[src/rtl/dram_lut_lookup_sched.sv]
`default_nettype none
// ============================================================================
// Module      : dram_lut_lookup_sched
// Description : Schedules a block of S-box lookup bytes onto parallel DRAM
//               cores over several read passes. It also handles read
//               completion or timeout and returns the looked-up block.
// Revision    : 1.0 - initial release
// ============================================================================
module dram_lut_lookup_sched #(
  parameter int NUM_BYTES = 16,
  parameter int NUM_CORES = 16,
  parameter int TIMEOUT   = 64,
  parameter int TMR_W     = 8
) (
  input  logic                   CLK,
  input  logic                   RST,
  input  logic                   req_vld,
  output logic                   req_rdy,
  input  logic [NUM_BYTES*8-1:0] req_bytes,
  input  logic                   req_mode,
  output logic                   rsp_vld,
  input  logic                   rsp_rdy,
  output logic [NUM_BYTES*8-1:0] rsp_bytes,
  output logic                   rsp_err,
  output logic [NUM_CORES*6-1:0] core_rwl_add,
  output logic [NUM_CORES*3-1:0] core_demux_add,
  output logic                   core_rd_en,
  input  logic                   core_rd_done,
  input  logic [NUM_CORES*8-1:0] core_rd_data,
  output logic                   busy,
  output logic                   trigger
);

  localparam int P  = NUM_BYTES / NUM_CORES;
  localparam int PW = (P > 1) ? $clog2(P) : 1;
  localparam int PB = NUM_CORES * 8;

  localparam logic [1:0] S_IDLE  = 2'd0;
  localparam logic [1:0] S_ISSUE = 2'd1;
  localparam logic [1:0] S_WAIT  = 2'd2;
  localparam logic [1:0] S_DONE  = 2'd3;

  logic [1:0]             state_q, state_d;
  logic [NUM_BYTES*8-1:0] bytes_q;
  logic                   mode_q;
  logic [PW-1:0]          pass_q;
  logic                   err_q;
  logic [TMR_W-1:0]       tmr_q;
  logic [NUM_BYTES*8-1:0] rsp_q;
  logic [NUM_CORES*6-1:0] rwl_q, rwl_d;
  logic [NUM_CORES*3-1:0] demux_q, demux_d;
  logic                   trig_q;

  logic                   accept;
  logic                   tmo;
  logic                   fin;
  logic                   last;
  logic                   load_addr;
  logic [NUM_BYTES*8-1:0] sel_src;
  logic                   sel_mode;
  logic [PW-1:0]          sel_pass;
  logic [PB-1:0]          pass_bytes;

  // Pass completion, timeout detection and next-state selection
  always_comb begin
    accept    = (state_q == S_IDLE) && req_vld;
    tmo       = (TIMEOUT != 0) && (tmr_q == TMR_W'(TIMEOUT - 1));
    fin       = (state_q == S_WAIT) && (core_rd_done || tmo);
    last      = (pass_q == PW'(P - 1));
    load_addr = accept || (fin && !last);
    state_d   = state_q;
    case (state_q)
      S_IDLE:  if (req_vld) state_d = S_ISSUE;
      S_ISSUE: state_d = S_WAIT;
      S_WAIT:  if (fin) state_d = last ? S_DONE : S_ISSUE;
      S_DONE:  if (rsp_rdy) state_d = S_IDLE;
      default: state_d = S_IDLE;
    endcase
  end

  // Address generation for the pass about to be issued; on accept the
  // request is not latched yet, so the live request bus is used
  always_comb begin
    sel_src  = bytes_q;
    sel_mode = mode_q;
    sel_pass = pass_q + 1'b1;
    if (state_q == S_IDLE) begin
      sel_src  = req_bytes;
      sel_mode = req_mode;
      sel_pass = '0;
    end
    pass_bytes = '0;
    for (int p = 0; p < P; p++) begin
      if (sel_pass == PW'(p)) pass_bytes = sel_src[p*PB +: PB];
    end
    rwl_d   = '0;
    demux_d = '0;
    for (int i = 0; i < NUM_CORES; i++) begin
      rwl_d[6*i +: 6]   = pass_bytes[8*i+2 +: 6];
      demux_d[3*i +: 3] = {sel_mode, pass_bytes[8*i +: 2]};
    end
  end

  // State, request latch, pass results and registered core addresses
  always_ff @(posedge CLK) begin
    if (RST) begin
      state_q <= S_IDLE;
      bytes_q <= '0;
      mode_q  <= 1'b0;
      pass_q  <= '0;
      err_q   <= 1'b0;
      tmr_q   <= '0;
      rsp_q   <= '0;
      rwl_q   <= '0;
      demux_q <= '0;
      trig_q  <= 1'b0;
    end else begin
      state_q <= state_d;
      if (accept) begin
        bytes_q <= req_bytes;
        mode_q  <= req_mode;
        pass_q  <= '0;
        err_q   <= 1'b0;
        trig_q  <= 1'b1;
      end
      if (state_q == S_ISSUE) tmr_q <= '0;
      if (state_q == S_WAIT)  tmr_q <= tmr_q + 1'b1;
      if (fin) begin
        // A read completion in the timeout cycle takes precedence
        for (int p = 0; p < P; p++) begin
          if (pass_q == PW'(p)) rsp_q[p*PB +: PB] <= core_rd_done ? core_rd_data : '0;
        end
        if (!core_rd_done) err_q <= 1'b1;
        if (last) trig_q <= 1'b0;
        else      pass_q <= pass_q + 1'b1;
      end
      if (load_addr) begin
        rwl_q   <= rwl_d;
        demux_q <= demux_d;
      end
    end
  end

  assign req_rdy        = (state_q == S_IDLE);
  assign busy           = (state_q != S_IDLE);
  assign rsp_vld        = (state_q == S_DONE);
  assign core_rd_en     = (state_q == S_ISSUE);
  assign rsp_bytes      = rsp_q;
  assign rsp_err        = err_q;
  assign core_rwl_add   = rwl_q;
  assign core_demux_add = demux_q;
  assign trigger        = trig_q;

endmodule
`default_nettype wire
[config.mk]
export PLATFORM = sky130hd
export DESIGN_NAME = dram_lut_lookup_sched
export DESIGN_NICKNAME = d
export VERILOG_FILES = /design/src/rtl/dram_lut_lookup_sched.sv
export SDC_FILE = /design/constraint.sdc
export NUM_CORES = 1
export LEC_CHECK = 0
export ABC_AREA = 1
export CORE_MARGIN = 3
export CORE_UTILIZATION = 36
export DETAILED_ROUTE_END_ITERATION = 10
export GPL_TIMING_DRIVEN = 0
export SLEW_MARGIN = 10
export SYNTH_ARGS = -nofsm -noshare
export SYNTH_HDL_FRONTEND = slang
export SYNTH_SLANG_ARGS = --single-unit
export TNS_END_PERCENT = 10
[constraint.sdc]
create_clock -name CLK -period 4.4 [get_ports CLK]
set_input_delay 0.66 -clock CLK [delete_from_list [all_inputs] [get_ports CLK]]
set_output_delay 0.66 -clock CLK [all_outputs]
set_load 0.05 [all_outputs]
==> run_results.csv, run 1 <==
group,metric,value,unit
pwr,switching_share,43.3,%
clocking,cts_buffers,45,
global_route,overflow,0,
sta,skew,0.0144,ns
worst_setup_path,worstPathArrival,3.44,ns
clocking,root_buffer,"clkbuf_16",
cells_and_area,finalInstanceArea,24300,µm²
run_status,run_status,"complete, no violations",
drt,wirelength,69600,µm
worst_setup_path,crit_path_start_kind,"flip-flop",
place,dpl_cell_area,22800,µm²
sta,rsz0062_at_grt,"false",
synthesis,synth_top_area_share,47.9,%
place,dp_hpwl,54200,µm
synthesis,synth_mux_area_share,0,%
global_route,grt_max_degree,18,
sta,fin_crit,4.10,ns
job,maxCapViolCount,0,
pwr,p_leak,9.36,nW
drt,postRouteAntennaNets,0,
synthesis,syn_area_per_cell,7.14,µm²
synthesis,synth-edff-count,0,
pwr,intPower,8.92,mW
synthesis,synthXorXnorAreaFrac,0.0525,%
synthesis,synthArstFlopShare,0,%
global_route,grt_antenna_before_repair,13,
sta,setup_viol,0,
synthesis,synth_simple_gate_area_share,31.0,%
pwr,seqPwrFrac,30.1,%
die,io-pin-count,540,
clocking,cts_tree,"yes",
cells_and_area,nNetsFinal,3189,
cells_and_area,layout-drive-gt1-share,5.32,%
clocking,cts_setup_buffers,0,
synthesis,synthTopCellsByCount,"nand2_1 (425), nor2_1 (421), dfxtp_1 (399), o21ai_0 (335), nand3_1 (307)",
clocking,cts_buffer_depth,3,
clocking,cts_resized,0,
synthesis,synth_flop_cell,"dfxtp_1",
clocking,cts_num_sinks,399,
die,die_y,221,µm
drt,wl_per_cell,19.6,µm
synthesis,seq_area_frac_synth,47.9,%
worst_hold_path,hold_path.class,"flip-flop to flip-flop",
clocking,htree_levels,2,
synthesis,synth_fa_ha_area_share,0.375,%
worst_setup_path,cp-end-kind,"output pin",
synthesis,synth_top_family_by_area,"simple AND/OR/NAND/NOR gates",
clocking,clkTransAtPathRegs,0.06,ns
synthesis,netlist_area,16700,µm²
drt,drt-initial-drc-count,1239,
worst_setup_path,crit_fanout,10,
synthesis,yosysWarnings,0,
pwr,clkPwrFrac,24.2,%
synthesis,postSynthCellCount,2336,
worst_hold_path,hp-start,"bytes_q[37]",
sta,period_share,93.1,%
pwr,power_density,647,nW/µm²
cells_and_area,post-route-util,53.3,%
global_route,grt_pass1_vias,17400,
worst_setup_path,critPathLaunch,"state_q[0]",
synthesis,ys_ff_latch,399,
drt,avgViaCountPerCell,5.07,
sta,timing.fmax,0.244,GHz
clocking,ctsHoldBuffers,0,
synthesis,synth_cell_types,26,
sta,hold_viol,0,
worst_setup_path,rr_startpoint,"state_q[1]",
die,core-area,45600,µm²
worst_setup_path,worst_ep_required_time,3.74,ns
worst_setup_path,crit_type,"flip-flop to output pin",
global_route,track_usage,27.2,%
drt,vias,18000,
sta,maxSlewHeadroom,23.5,%
pwr,vdd_drop_max,341,µV
die,dieWidth,221,µm
synthesis,syn_nets,2603,
pwr,switching_power,6.80,mW
die,rows,78,
place,portBuffers,539,
sta,worst_hold_slack,0.448,ns
synthesis,synth.largest_area_cell,"dfxtp_1",
synthesis,yosysMostFrequentCell,"nand2_1",
drt,drcViolationCount,0,
die,dieArea,48900,µm²
clocking,clk_latency,0.57,ns
sta,final.setup.tns,0,ns
cells_and_area,syn_to_final_growth,45.7,%
sta,finalMaxSlewViolations,0,
die,initial_core_util,36.6,%
synthesis,synth_area_leaders,"dfxtp_1 (48%), o21ai_0 (10%), nand2_1 (9.6%)",
place,place_congestion,0.863,
pwr,power_frac_comb,45.8,%
synthesis,synth-compound-area-share,13.4,%
global_route,grt_pass1_wl,104000,µm
drt,drt-pass1-iter-count,6,
sta,worstMarginPinSlew,1.15,ns
worst paths after layout:
kind | end | slack (ns) | cells past startpoint
max | busy | 0.30 | 7
min | bytes_q[37] | 0.45 | 2
max reg2reg | bytes_q[20] | 1.62 | 9
min reg2reg | bytes_q[37] | 0.45 | 2
placed cells by master (no fill, tap or decap), types with 5 or more instances in the layout:
cell type and count:
buf_6 5, clkbuf_8 6, o21ai_1 40, nand3_2 20, o21ai_0 335, buf_2 45, buf_1 32, nand3_1 307
nand3b_1 29, clkbuf_16 47, a21oi_1 63, clkinv_2 5, diode_2 6, buf_4 15, nand2_1 425, inv_1 58
nor2_1 421, ha_1 5, dfxtp_1 399, clkdlybuf4s50_1 539, clkbuf_1 129
through the flow:
| stage | power, mW | setup slack [ns] | cells |
|---|---|---|---|
| 2_1_floorplan | 9.47 | 1.81 | 2336 |
| 3_3_place_gp | 11.9 | 0.878 | 3475 |
| 3_5_place_dp | 12.0 | 0.898 | 3475 |
| 4_1_cts | 15.8 | 0.270 | 3549 |
| 5_1_grt | 16.7 | 0.121 | 3552 |
| 6_report | 15.7 | 0.305 | 3555 |
final cells by class:
| type | count | area (µm²) |
|---|---|---|
| Multi-Input combinational cell | 1658 | 7470 |
| Timing Repair Buffer | 539 | 5400 |
| Fill cell | 4445 | 21300 |
| Clock inverter | 12 | 169 |
| Antenna cell | 6 | 15.0 |
| Sequential cell | 399 | 7990 |
| Tap cell | 600 | 751 |
| Clock buffer | 62 | 1290 |
| Buffer | 219 | 995 |
| Inverter | 60 | 225 |
registers in the layout (all words and copies together), names as in the netlist:
name	count
bytes_q	128
rsp_bytes	128
core_rwl_add	96
core_demux_add	33
tmr_q	8
state_q	2
mode_q	1
pass_q	1
rsp_err	1
trigger	1
per-layer routing:
metal	wire length, µm	vias to the layer above	track usage (%)
met3	5600	119	7.57
met5	103	-	0
met4	2140	18	9.20
li1	-	8811	-
met1	27500	8470	31.6
met2	34200	622	48.0
power by group through the flow:
stage | Sequential, mW | Combinational [mW] | Clock, mW
after floorplan | 6.27 | 3.20 | 0
after global placement | 4.77 | 7.13 | 0
after detailed placement | 4.79 | 7.19 | 0
after CTS | 4.72 | 7.22 | 3.88
after global routing | 4.81 | 7.85 | 4.01
final | 4.73 | 7.20 | 3.80
worst max-delay path: stages, from the launching register on:
cell and delay (ns):
dfxtp_1 0.41, inv_1 0.09, ha_1 0.24, buf_2 0.16, inv_1 0.27, buf_2 0.38, clkbuf_1 0.41, clkdlybuf4s50_1 0.91
cells by family (layout without fill, tap and decap cells):
kind of cell,after synthesis,in the layout
buffers and inverters,279,892
adders and majority gates,5,5
AOI/OAI and AO/OA,443,443
and+or+nand+nor,1209,1209
other,0,6
DFF,399,399
xor gates and xnor gates,1,1
Note: power is estimated with default switching activity, not from simulation.
==> inputs of run 2 (changes only) <==
--- a/config.mk
+++ b/config.mk
@@ -10,6 +10,7 @@
 export CORE_UTILIZATION = 36
 export DETAILED_ROUTE_END_ITERATION = 10
 export GPL_TIMING_DRIVEN = 0
+export PLACE_DENSITY = 0.7
 export SLEW_MARGIN = 10
 export SYNTH_ARGS = -nofsm -noshare
 export SYNTH_HDL_FRONTEND = slang
==> run_results.csv, run 2 (synthesis gave the netlist of run 1 again) <==
group,metric,value,unit
run_status,run_status,"complete, no violations",
drt,postRouteAntennaNets,0,
drt,drt-pass1-iter-count,6,
place,place_congestion,0.913,
die,die_y,221,µm
drt,drcViolationCount,0,
global_route,track_usage,27.8,%
worst_hold_path,hold_path.class,"flip-flop to flip-flop",
pwr,switching_share,43.5,%
worst_setup_path,r2r-end,"bytes_q[60]",
sta,worst_hold_slack,0.448,ns
pwr,power_density,648,nW/µm²
sta,hold_viol,0,
worst_setup_path,crit_path_start_kind,"flip-flop",
sta,finalMaxSlewViolations,0,
worst_setup_path,ff2ff_setup_slack,1.48,ns
sta,final.setup.tns,0,ns
sta,rsz0062_at_grt,"false",
clocking,ctsHoldBuffers,0,
sta,skew,0.0292,ns
sta,fin_crit,4.05,ns
sta,period_share,92.0,%
pwr,power_frac_comb,45.5,%
clocking,cts_buffer_depth,3,
cells_and_area,post-route-util,53.4,%
cells_and_area,final_common_cell,"clkdlybuf4s50_1",
worst_hold_path,min_to,"bytes_q[38]",
place,portBuffers,539,
global_route,grt_antenna_before_repair,12,
place,post-place-ws,0.925,ns
cells_and_area,fill_cells,4413,
global_route,overflow,0,
clocking,clk_latency,0.58,ns
die,rows,78,
sta,setup_ws,0.351,ns
clocking,cts_tree,"yes",
pwr,finalPower,15.8,mW
cells_and_area,layout-drive-gt1-share,5.58,%
pwr,vdd_drop_max,378,µV
cells_and_area,syn_to_final_growth,46.1,%
drt,drt-initial-drc-count,1482,
pwr,intPower,8.92,mW
cells_and_area,final_cell_mix,"clkdlybuf4s50_1 (539), nand2_1 (425), nor2_1 (421), dfxtp_1 (399), o21ai_0 (335)",
clocking,root_buffer,"clkbuf_16",
global_route,grt_pass1_vias,18000,
pwr,p_leak,9.40,nW
worst_setup_path,rr_startpoint,"state_q[1]",
cells_and_area,nNetsFinal,3191,
sta,maxSlewHeadroom,27.2,%
worst_setup_path,crit_type,"flip-flop to output pin",
global_route,grt_max_degree,18,
clocking,cts_buffers,47,
die,dieWidth,221,µm
worst_setup_path,cp-end-kind,"output pin",
worst_hold_path,hp-start,"bytes_q[38]",
clocking,htree_levels,2,
worst_setup_path,crit_fanout,10,
sta,timing.fmax,0.247,GHz
die,io-pin-count,540,
drt,wirelength,70700,µm
pwr,clkPwrFrac,24.4,%
pwr,seqPwrFrac,30.0,%
clocking,cts_resized,0,
pwr,switching_power,6.87,mW
worst_setup_path,reg2reg_depth,9,
die,dieArea,48900,µm²
die,initial_core_util,36.6,%
sta,worstMarginPinSlew,1.09,ns
clocking,cts_num_sinks,399,
job,maxCapViolCount,0,
global_route,grt_pass1_wl,106000,µm
clocking,clkTransAtPathRegs,0.06,ns
die,core-area,45600,µm²
place,dp_hpwl,54700,µm
drt,wl_per_cell,19.9,µm
sta,setup_viol,0,
drt,avgViaCountPerCell,5.13,
worst_hold_path,hold_depth,2,
worst_setup_path,worst_ep_required_time,3.74,ns
worst_setup_path,worstPathArrival,3.39,ns
clocking,cts_setup_buffers,0,
drt,vias,18300,
-- run 2: stage by stage --
| stage | area [µm²] | cells |
|---|---|---|
| 2_1_floorplan | 16700 | 2336 |
| 3_3_place_gp | 22800 | 3475 |
| 3_5_place_dp | 22800 | 3475 |
| 4_1_cts | 24300 | 3557 |
| 5_1_grt | 24300 | 3560 |
| 6_report | 24400 | 3564 |
-- run 2: worst max-delay path by stage --
stage,startpoint,end,slack [ns],cells past startpoint
final,state_q[1],busy,0.35,7
after global routing,state_q[1],busy,0.13,7
after CTS,state_q[1],busy,0.27,7
after detailed placement,state_q[1],busy,0.92,7
after global placement,state_q[0],busy,0.96,7
after floorplan,state_q[0],busy,1.81,6
-- run 2: final cells by class --
class                           instances  area, µm²  share of cell area [%]
Clock buffer                           66       1360                    5.58
Clock inverter                         16        160                   0.657
Multi-Input combinational cell       1658       7470                    30.7
Sequential cell                       399       7990                    32.8
Timing Repair Buffer                  539       5400                    22.1
Inverter                               60        225                   0.925
Buffer                                219        995                    4.08
Tap cell                              600        751                    3.08
Antenna cell                            7       17.5                  0.0719
-- run 2: power groups by stage --
stage	Sequential, mW	Clock, mW	Combinational [mW]
5_1_grt	4.82	4.06	7.85
4_1_cts	4.74	3.92	7.22
2_1_floorplan	6.27	0	3.20
3_3_place_gp	4.77	0	7.08
3_5_place_dp	4.81	0	7.18
6_report	4.74	3.86	7.19
-- run 2: routing by layer --
metal / up-vias / wire (µm) / GRT usage (%)
li1: 8819 / - / -
met1: 8575 / 26700 / 31.3
met2: 750 / 35000 / 49.2
met3: 141 / 5890 / 7.67
met4: 14 / 3080 / 11.7
met5: - / 108 / 0
-- run 2: critical path, cell delays in order (launching register included) --
cell             delay [ns]
dfxtp_1                0.41
inv_1                  0.12
ha_1                   0.23
buf_2                  0.18
inv_1                  0.24
buf_2                  0.35
clkbuf_1               0.37
clkdlybuf4s50_1        0.90
